File: src/rtl/host_cmd_sequencer.sv
// Host command sequencer: collects length-prefixed frames from the UART, runs them
// through the command decoder, applies the decoded command and returns one status byte.
module host_cmd_sequencer #(
    parameter int TIMEOUT_CYCLES = 1024,
    parameter int MAX_LEN        = 128
) (
    input  logic          clk,
    input  logic          reset_n,
    input  logic [7:0]    rx_data,
    input  logic          rx_valid,
    output logic [1023:0] dec_input_data,
    output logic          dec_start,
    input  logic          dec_done,
    input  logic          dec_error,
    input  logic [15:0]   dec_cmd_select,
    input  logic [255:0]  dec_output_data,
    output logic          encrypt_en,
    output logic          yaw_req,
    output logic [47:0]   yaw_target,
    input  logic          yaw_ack,
    output logic [7:0]    tx_data,
    output logic          tx_valid,
    input  logic          tx_ready,
    output logic          busy,
    output logic [7:0]    err_count
);

    localparam int NUM_LANES = 128;
    localparam int TW        = $clog2(TIMEOUT_CYCLES + 1);
    localparam logic [TW-1:0] TIMER_LAST = TW'(TIMEOUT_CYCLES - 1);

    localparam logic [7:0] ST_ENC_OFF   = 8'hA1;
    localparam logic [7:0] ST_ENC_ON    = 8'hA2;
    localparam logic [7:0] ST_YAW_OK    = 8'hA3;
    localparam logic [7:0] ST_BAD_LEN   = 8'hE1;
    localparam logic [7:0] ST_DEC_ERR   = 8'hE2;
    localparam logic [7:0] ST_BAD_CMD   = 8'hE3;
    localparam logic [7:0] ST_TMO_RX    = 8'hE4;
    localparam logic [7:0] ST_TMO_DEC   = 8'hE5;
    localparam logic [7:0] ST_TMO_YAW   = 8'hE6;

    typedef enum logic [2:0] {
        S_IDLE,
        S_COLLECT,
        S_START,
        S_WAIT_LOW,
        S_WAIT_HIGH,
        S_DISPATCH,
        S_YAW_WAIT,
        S_RESP
    } state_t;

    state_t                     state_q, state_d;
    logic [7:0]                 len_q, len_d;
    logic [7:0]                 idx_q, idx_d;
    logic [TW-1:0]              timer_q, timer_d;
    logic [NUM_LANES-1:0][7:0]  buf_q, buf_d;
    logic                       buf_clr, buf_wr;
    logic                       dec_start_q, dec_start_d;
    logic                       encrypt_en_q, encrypt_en_d;
    logic                       yaw_req_q, yaw_req_d;
    logic [47:0]                yaw_target_q, yaw_target_d;
    logic [7:0]                 tx_data_q, tx_data_d;
    logic                       tx_valid_q, tx_valid_d;
    logic                       busy_q, busy_d;
    logic [7:0]                 err_count_q, err_count_d;
    logic                       resp_go;
    logic [7:0]                 status_sel;
    logic                       timed_out;

    // Only the low 48 bits of the decoded argument carry a yaw target.
    logic unused_arg_bits;
    assign unused_arg_bits = ^dec_output_data[255:48];

    assign timed_out = (timer_q == TIMER_LAST);

    // Frame buffer lanes: cleared when a new frame starts, one lane written per accepted byte.
    genvar gi;
    generate
        for (gi = 0; gi < NUM_LANES; gi++) begin : g_lane
            assign buf_d[gi] = buf_clr ? 8'h00
                             : ((buf_wr && (idx_q == 8'(gi))) ? rx_data : buf_q[gi]);
        end
    endgenerate

    always_comb begin
        state_d      = state_q;
        len_d        = len_q;
        idx_d        = idx_q;
        timer_d      = timer_q;
        buf_clr      = 1'b0;
        buf_wr       = 1'b0;
        dec_start_d  = 1'b0;
        encrypt_en_d = encrypt_en_q;
        yaw_req_d    = yaw_req_q;
        yaw_target_d = yaw_target_q;
        tx_data_d    = tx_data_q;
        tx_valid_d   = tx_valid_q;
        err_count_d  = err_count_q;
        resp_go      = 1'b0;
        status_sel   = 8'h00;

        case (state_q)
            S_IDLE: begin
                if (rx_valid) begin
                    if ((rx_data == 8'd0) || (int'(rx_data) > MAX_LEN)) begin
                        resp_go    = 1'b1;
                        status_sel = ST_BAD_LEN;
                    end else begin
                        len_d   = rx_data;
                        idx_d   = 8'd0;
                        timer_d = '0;
                        buf_clr = 1'b1;
                        state_d = S_COLLECT;
                    end
                end
            end
            S_COLLECT: begin
                if (rx_valid) begin
                    buf_wr  = 1'b1;
                    idx_d   = idx_q + 8'd1;
                    timer_d = '0;
                    if ((idx_q + 8'd1) == len_q) begin
                        state_d = S_START;
                    end
                end else if (timed_out) begin
                    resp_go    = 1'b1;
                    status_sel = ST_TMO_RX;
                end else begin
                    timer_d = timer_q + TW'(1);
                end
            end
            S_START: begin
                // Registered pulse: lands one cycle after START, two after the last byte.
                dec_start_d = 1'b1;
                timer_d     = '0;
                state_d     = S_WAIT_LOW;
            end
            S_WAIT_LOW: begin
                if (!dec_done) begin
                    timer_d = '0;
                    state_d = S_WAIT_HIGH;
                end else if (timed_out) begin
                    resp_go    = 1'b1;
                    status_sel = ST_TMO_DEC;
                end else begin
                    timer_d = timer_q + TW'(1);
                end
            end
            S_WAIT_HIGH: begin
                if (dec_done) begin
                    state_d = S_DISPATCH;
                end else if (timed_out) begin
                    resp_go    = 1'b1;
                    status_sel = ST_TMO_DEC;
                end else begin
                    timer_d = timer_q + TW'(1);
                end
            end
            S_DISPATCH: begin
                if (dec_error || (dec_cmd_select == 16'hFFFF)) begin
                    resp_go    = 1'b1;
                    status_sel = ST_DEC_ERR;
                end else begin
                    case (dec_cmd_select)
                        16'h0001: begin
                            encrypt_en_d = 1'b0;
                            resp_go      = 1'b1;
                            status_sel   = ST_ENC_OFF;
                        end
                        16'h0002: begin
                            encrypt_en_d = 1'b1;
                            resp_go      = 1'b1;
                            status_sel   = ST_ENC_ON;
                        end
                        16'h0003: begin
                            yaw_target_d = dec_output_data[47:0];
                            yaw_req_d    = 1'b1;
                            timer_d      = '0;
                            state_d      = S_YAW_WAIT;
                        end
                        default: begin
                            resp_go    = 1'b1;
                            status_sel = ST_BAD_CMD;
                        end
                    endcase
                end
            end
            S_YAW_WAIT: begin
                // An ack arriving on the timeout cycle still wins.
                if (yaw_ack) begin
                    yaw_req_d  = 1'b0;
                    resp_go    = 1'b1;
                    status_sel = ST_YAW_OK;
                end else if (timed_out) begin
                    yaw_req_d  = 1'b0;
                    resp_go    = 1'b1;
                    status_sel = ST_TMO_YAW;
                end else begin
                    timer_d = timer_q + TW'(1);
                end
            end
            S_RESP: begin
                if (tx_ready) begin
                    tx_valid_d = 1'b0;
                    state_d    = S_IDLE;
                end
            end
            default: begin
                state_d = S_IDLE;
            end
        endcase

        if (resp_go) begin
            state_d    = S_RESP;
            tx_data_d  = status_sel;
            tx_valid_d = 1'b1;
            if ((status_sel[7:4] == 4'hE) && (err_count_q != 8'hFF)) begin
                err_count_d = err_count_q + 8'd1;
            end
        end

        busy_d = (state_d != S_IDLE);
    end

    always_ff @(posedge clk or negedge reset_n) begin
        if (!reset_n) begin
            state_q      <= S_IDLE;
            len_q        <= 8'd0;
            idx_q        <= 8'd0;
            timer_q      <= '0;
            buf_q        <= '0;
            dec_start_q  <= 1'b0;
            encrypt_en_q <= 1'b0;
            yaw_req_q    <= 1'b0;
            yaw_target_q <= 48'd0;
            tx_data_q    <= 8'd0;
            tx_valid_q   <= 1'b0;
            busy_q       <= 1'b0;
            err_count_q  <= 8'd0;
        end else begin
            state_q      <= state_d;
            len_q        <= len_d;
            idx_q        <= idx_d;
            timer_q      <= timer_d;
            buf_q        <= buf_d;
            dec_start_q  <= dec_start_d;
            encrypt_en_q <= encrypt_en_d;
            yaw_req_q    <= yaw_req_d;
            yaw_target_q <= yaw_target_d;
            tx_data_q    <= tx_data_d;
            tx_valid_q   <= tx_valid_d;
            busy_q       <= busy_d;
            err_count_q  <= err_count_d;
        end
    end

    assign dec_input_data = buf_q;
    assign dec_start      = dec_start_q;
    assign encrypt_en     = encrypt_en_q;
    assign yaw_req        = yaw_req_q;
    assign yaw_target     = yaw_target_q;
    assign tx_data        = tx_data_q;
    assign tx_valid       = tx_valid_q;
    assign busy           = busy_q;
    assign err_count      = err_count_q;

endmodule

File: config.mk
export PLATFORM = sky130hd
export DESIGN_NAME = host_cmd_sequencer
export DESIGN_NICKNAME = d
export VERILOG_FILES = /design/src/rtl/host_cmd_sequencer.sv
export SDC_FILE = /design/constraint.sdc
export NUM_CORES = 1
export LEC_CHECK = 0
export ABC_CLOCK_PERIOD_IN_PS = 2150
export CAP_MARGIN = 20
export CORE_AREA = 2 2 545 547
export DETAILED_ROUTE_END_ITERATION = 10
export DIE_AREA = 0 0 547 549
export PLACE_DENSITY = 0.41
export SLEW_MARGIN = 20
export SYNTH_ARGS = -nofsm -noshare
export SYNTH_HDL_FRONTEND = slang
export SYNTH_SLANG_ARGS = --single-unit
File: constraint.sdc
create_clock -name clk -period 2.15 [get_ports clk]
set_input_delay 0.43 -clock clk [delete_from_list [all_inputs] [get_ports clk]]
set_output_delay 0.43 -clock clk [all_outputs]
set_load 0.01 [all_outputs]
==> results <==
## kinds of logic after synthesis
| family | count (synthesis) | share of synthesized area [%] |
|---|---|---|
| muxes | 61 | 1.49 |
| xor gates and xnor gates | 18 | 0.344 |
| and+or+nand+nor | 2462 | 21.5 |
| other | 1 | 0.00817 |
| DFF | 1120 | 61.1 |
| adders and majority gates | 6 | 0.164 |
| buffers and inverters | 335 | 3.00 |
| AOI/OAI and AO/OA | 1106 | 12.4 |
## sequential cells by signal, indices dropped and copies added, names as in the netlist
name,cells
len_q,8
tx_data,5
timer_q,11
yaw_target,48
busy,1
err_count,8
idx_q,8
encrypt_en,1
tx_valid,1
dec_start,1
dec_input_data,1024
yaw_req,1
state_q,3
## layout make-up
class	count	area, sq um
timing repair buffer	1847	19400
fill	31400	216000
multi-input combinational	3655	22000
clock buffer	213	4310
sequential	1120	28100
inverter	12	45.0
tap	3939	4930
antenna	6	15.0
clock inverter	47	602
## worst paths after layout
path                                              start                               to
worst max-delay path               idx_q[1]$_DFFE_PN0P_             state_q[0]$_DFF_PN0_
worst min-delay path                         rx_data[7]  dec_input_data[127]$_DFFE_PN0P_
worst max register to register     idx_q[1]$_DFFE_PN0P_             state_q[0]$_DFF_PN0_
worst min register to register  timer_q[10]$_DFFE_PN0P_          timer_q[10]$_DFFE_PN0P_
max in group asynchronous                       reset_n  dec_input_data[225]$_DFFE_PN0P_
min in group asynchronous                       reset_n  dec_input_data[134]$_DFFE_PN0P_
## worst max-delay path: stages (launching register included)
cell       delay [ns]
dfrtp_2          0.45
inv_2            0.10
ha_4             0.21
xor2_2           0.16
nor4_2           0.29
buf_4            0.16
o211ai_1         0.19
a2111oi_2        0.41
buf_4            0.18
nand2_2          0.04
## Yosys cell counts (all sizes together) (12+ instances only)
master,instances
a21oi,1039
clkbuf,206
nor2,134
nor3,17
buf,117
nand4,12
xnor2,14
nand3,154
inv,12
and2,15
dfrtp,1120
o21ai,22
mux2,59
nand2,2085
nor4,12
## cell usage in the layout (no fill, tap or decap), drive strengths merged, types with 17 or more instances in the layout
cell / Yosys / final
nand2: 2085 / 2085
dfrtp: 1120 / 1120
dlygate4sd2: 0 / 1066
a21oi: 1039 / 1039
buf: 117 / 668
clkbuf: 206 / 237
nand3: 154 / 154
nor2: 134 / 134
clkdlybuf4s50: 0 / 69
mux2: 59 / 59
clkinv: 0 / 26
o21ai: 22 / 22
inv: 12 / 20
clkdlybuf4s15: 0 / 18
nor3: 17 / 17
## power groups by stage
stage	clock network, uW	registers, uW	logic [uW]
finish	25500	22700	12400
global route	27000	22800	13200
CTS	26200	22700	11700
detailed placement	0	23100	11100
global placement	0	23100	11000
floorplan	0	23100	3060
## timing repair
item	4_1_cts	5_1_grt
buffers inserted	101	46
hold buffers	1	0
endpoints found under the hold margin	480	0
pin swaps	379	397
setup endpoints to repair	2153	1055
gates cloned	23	30
resized for setup	2147	703
## through the flow
stage,worst slack (ns),cells,hold slack [ns]
after floorplan,0.00512,5110,0.134
after global placement,-0.833,10400,0.463
after detailed placement,-0.867,10400,0.471
after CTS,-0.208,10800,0.00640
after global routing,-0.212,10800,0.0473
final,-0.149,10800,0.123
## routing by layer
layer,wire [microns],share of wire [%]
met1,123000,43
met4,8830,3.0
met5,37,0.013
met3,24000,8.3
met2,134000,46
==> key figures <==
Run
  • Max_cap viols: 0

Detailed routing
  • Drt total wl: 290000 microns
  • Post-DRT Antenna Nets: 0
  • First-pass DRT Iterations: 5
  • Drt wl/cell: 26.7 microns
  • Initial DRC count: 2957
  • Via Count: 45200
  • Post-route DRC: 0
  • Via count normalized by instance count: 4.17

Yosys
  • Sequential-to-total area share from yosys stat: 61.1%
  • Syn Std Cell Area: 45900 sq um
  • Unique masters post-synth: 65
  • Number of synthesized flops with an enable pin: 0
  • Synth area leader: dfrtp_1
  • Ys async rst share: 100%
  • Mapped Cells: 5109
  • Top cell type's share of synthesized area: 61.1%
  • Synth warn: 0
  • Synth Flop Type: dfrtp_1
  • Syn avg cell area: 8.98 sq um
  • Synth area leaders: dfrtp_1 61%, nand2_1 17%, a21oi_1 11%
  • Yosys reg bits: 1120

Floorplanning
  • Initial Util: 15.6%
  • Io pins: 1380
  • Site Rows: 200
  • Die height: 549 microns
  • Die width: 547 microns
  • Die area: 300000 sq um
  • Core Footprint: 295000 sq um

Global routing
  • Most used routing layer: met2
  • Met1 GRT Util: 23.1%
  • Met3 Use GR: 5.93%
  • Initial antenna violation count: 12
  • GR Util met2: 29.5%
  • Vias in the first global route: 45400
  • GRT Total Usage: 18.3%
  • Total grt overflow: 0
  • First-pass GRT wire length: 387000 microns
  • Largest net degree at the start of global routing: 94

Power
  • Internal: 41600 uW
  • Sequential Power Share: 37.5%
  • Final Power: 60600 uW
  • Switching share of power: 31.4%
  • Sw power: 19000 uW
  • Power per Cell Area: 763 nW/um^2
  • Max VDD drop: 0.577 mV
  • Lkg Pwr: 0.0378 uW
  • Clock power share: 42.0%
  • Logic pwr share: 20.5%

Timing
  • Measured slew at the worst slew-check pin: 1.12 ns
  • Min Tclk post-route: 2.30 ns
  • Final hold violation count: 0
  • # setup viols final: 361
  • Fin Setup TNS: -14.14 ns
  • Max Slew Vio Count: 0
  • Max Clk Rate: 435 MHz
  • Max_slew headroom: 25.5%
  • Period utilization: 107%
  • Worst setup margin: -0.149 ns
  • Final Skew: 0.0440 ns
  • Unrepaired setup endpoints after global routing: yes

Critical path
  • CP Max Fanout: 4
  • Flop-to-flop setup slack: -0.15 ns
  • Worst Path Required: 2.85 ns
  • Worst EP arrival: 3.00 ns
  • Critical path startpoint category: flop
  • CP endpoint kind: flop
  • Reg2Reg Depth: 9
  • Crit Path Class: reg -> reg

Placed design
  • DP Area: 66600 sq um
  • I/O Buffers: 1169
  • Gpl congestion: 0.827
  • DP Wirelength: 199000 microns

Min path
  • Hold Crit Depth: 4
  • Worst hold path type: in -> reg

CTS
  • Worst-Skew Late Latency: 0.82 ns
  • Number of buffers created by CTS: 148
  • Clock root buffer: clkbuf_16
  • H-tree depth: 4
  • Clock sink count: 1120
  • Clock Path Buffers: 4
  • Clock slew seen by the registers of the worst setup and hold paths: 0.06 ns
  • TritonCTS clock tree: done

Outcome
  • Status: finished, violations left
  • Failing checks: setup timing

Final layout
  • Nets: 7077
  • Design Area, Final: 79400 sq um
  • P&R area growth vs syn: 73.0%
  • Layout cell share with drive strength beyond 1: 31.3%
  • End-of-flow core utilization: 26.9%
No activity file was read; power rests on OpenSTA's default activity.
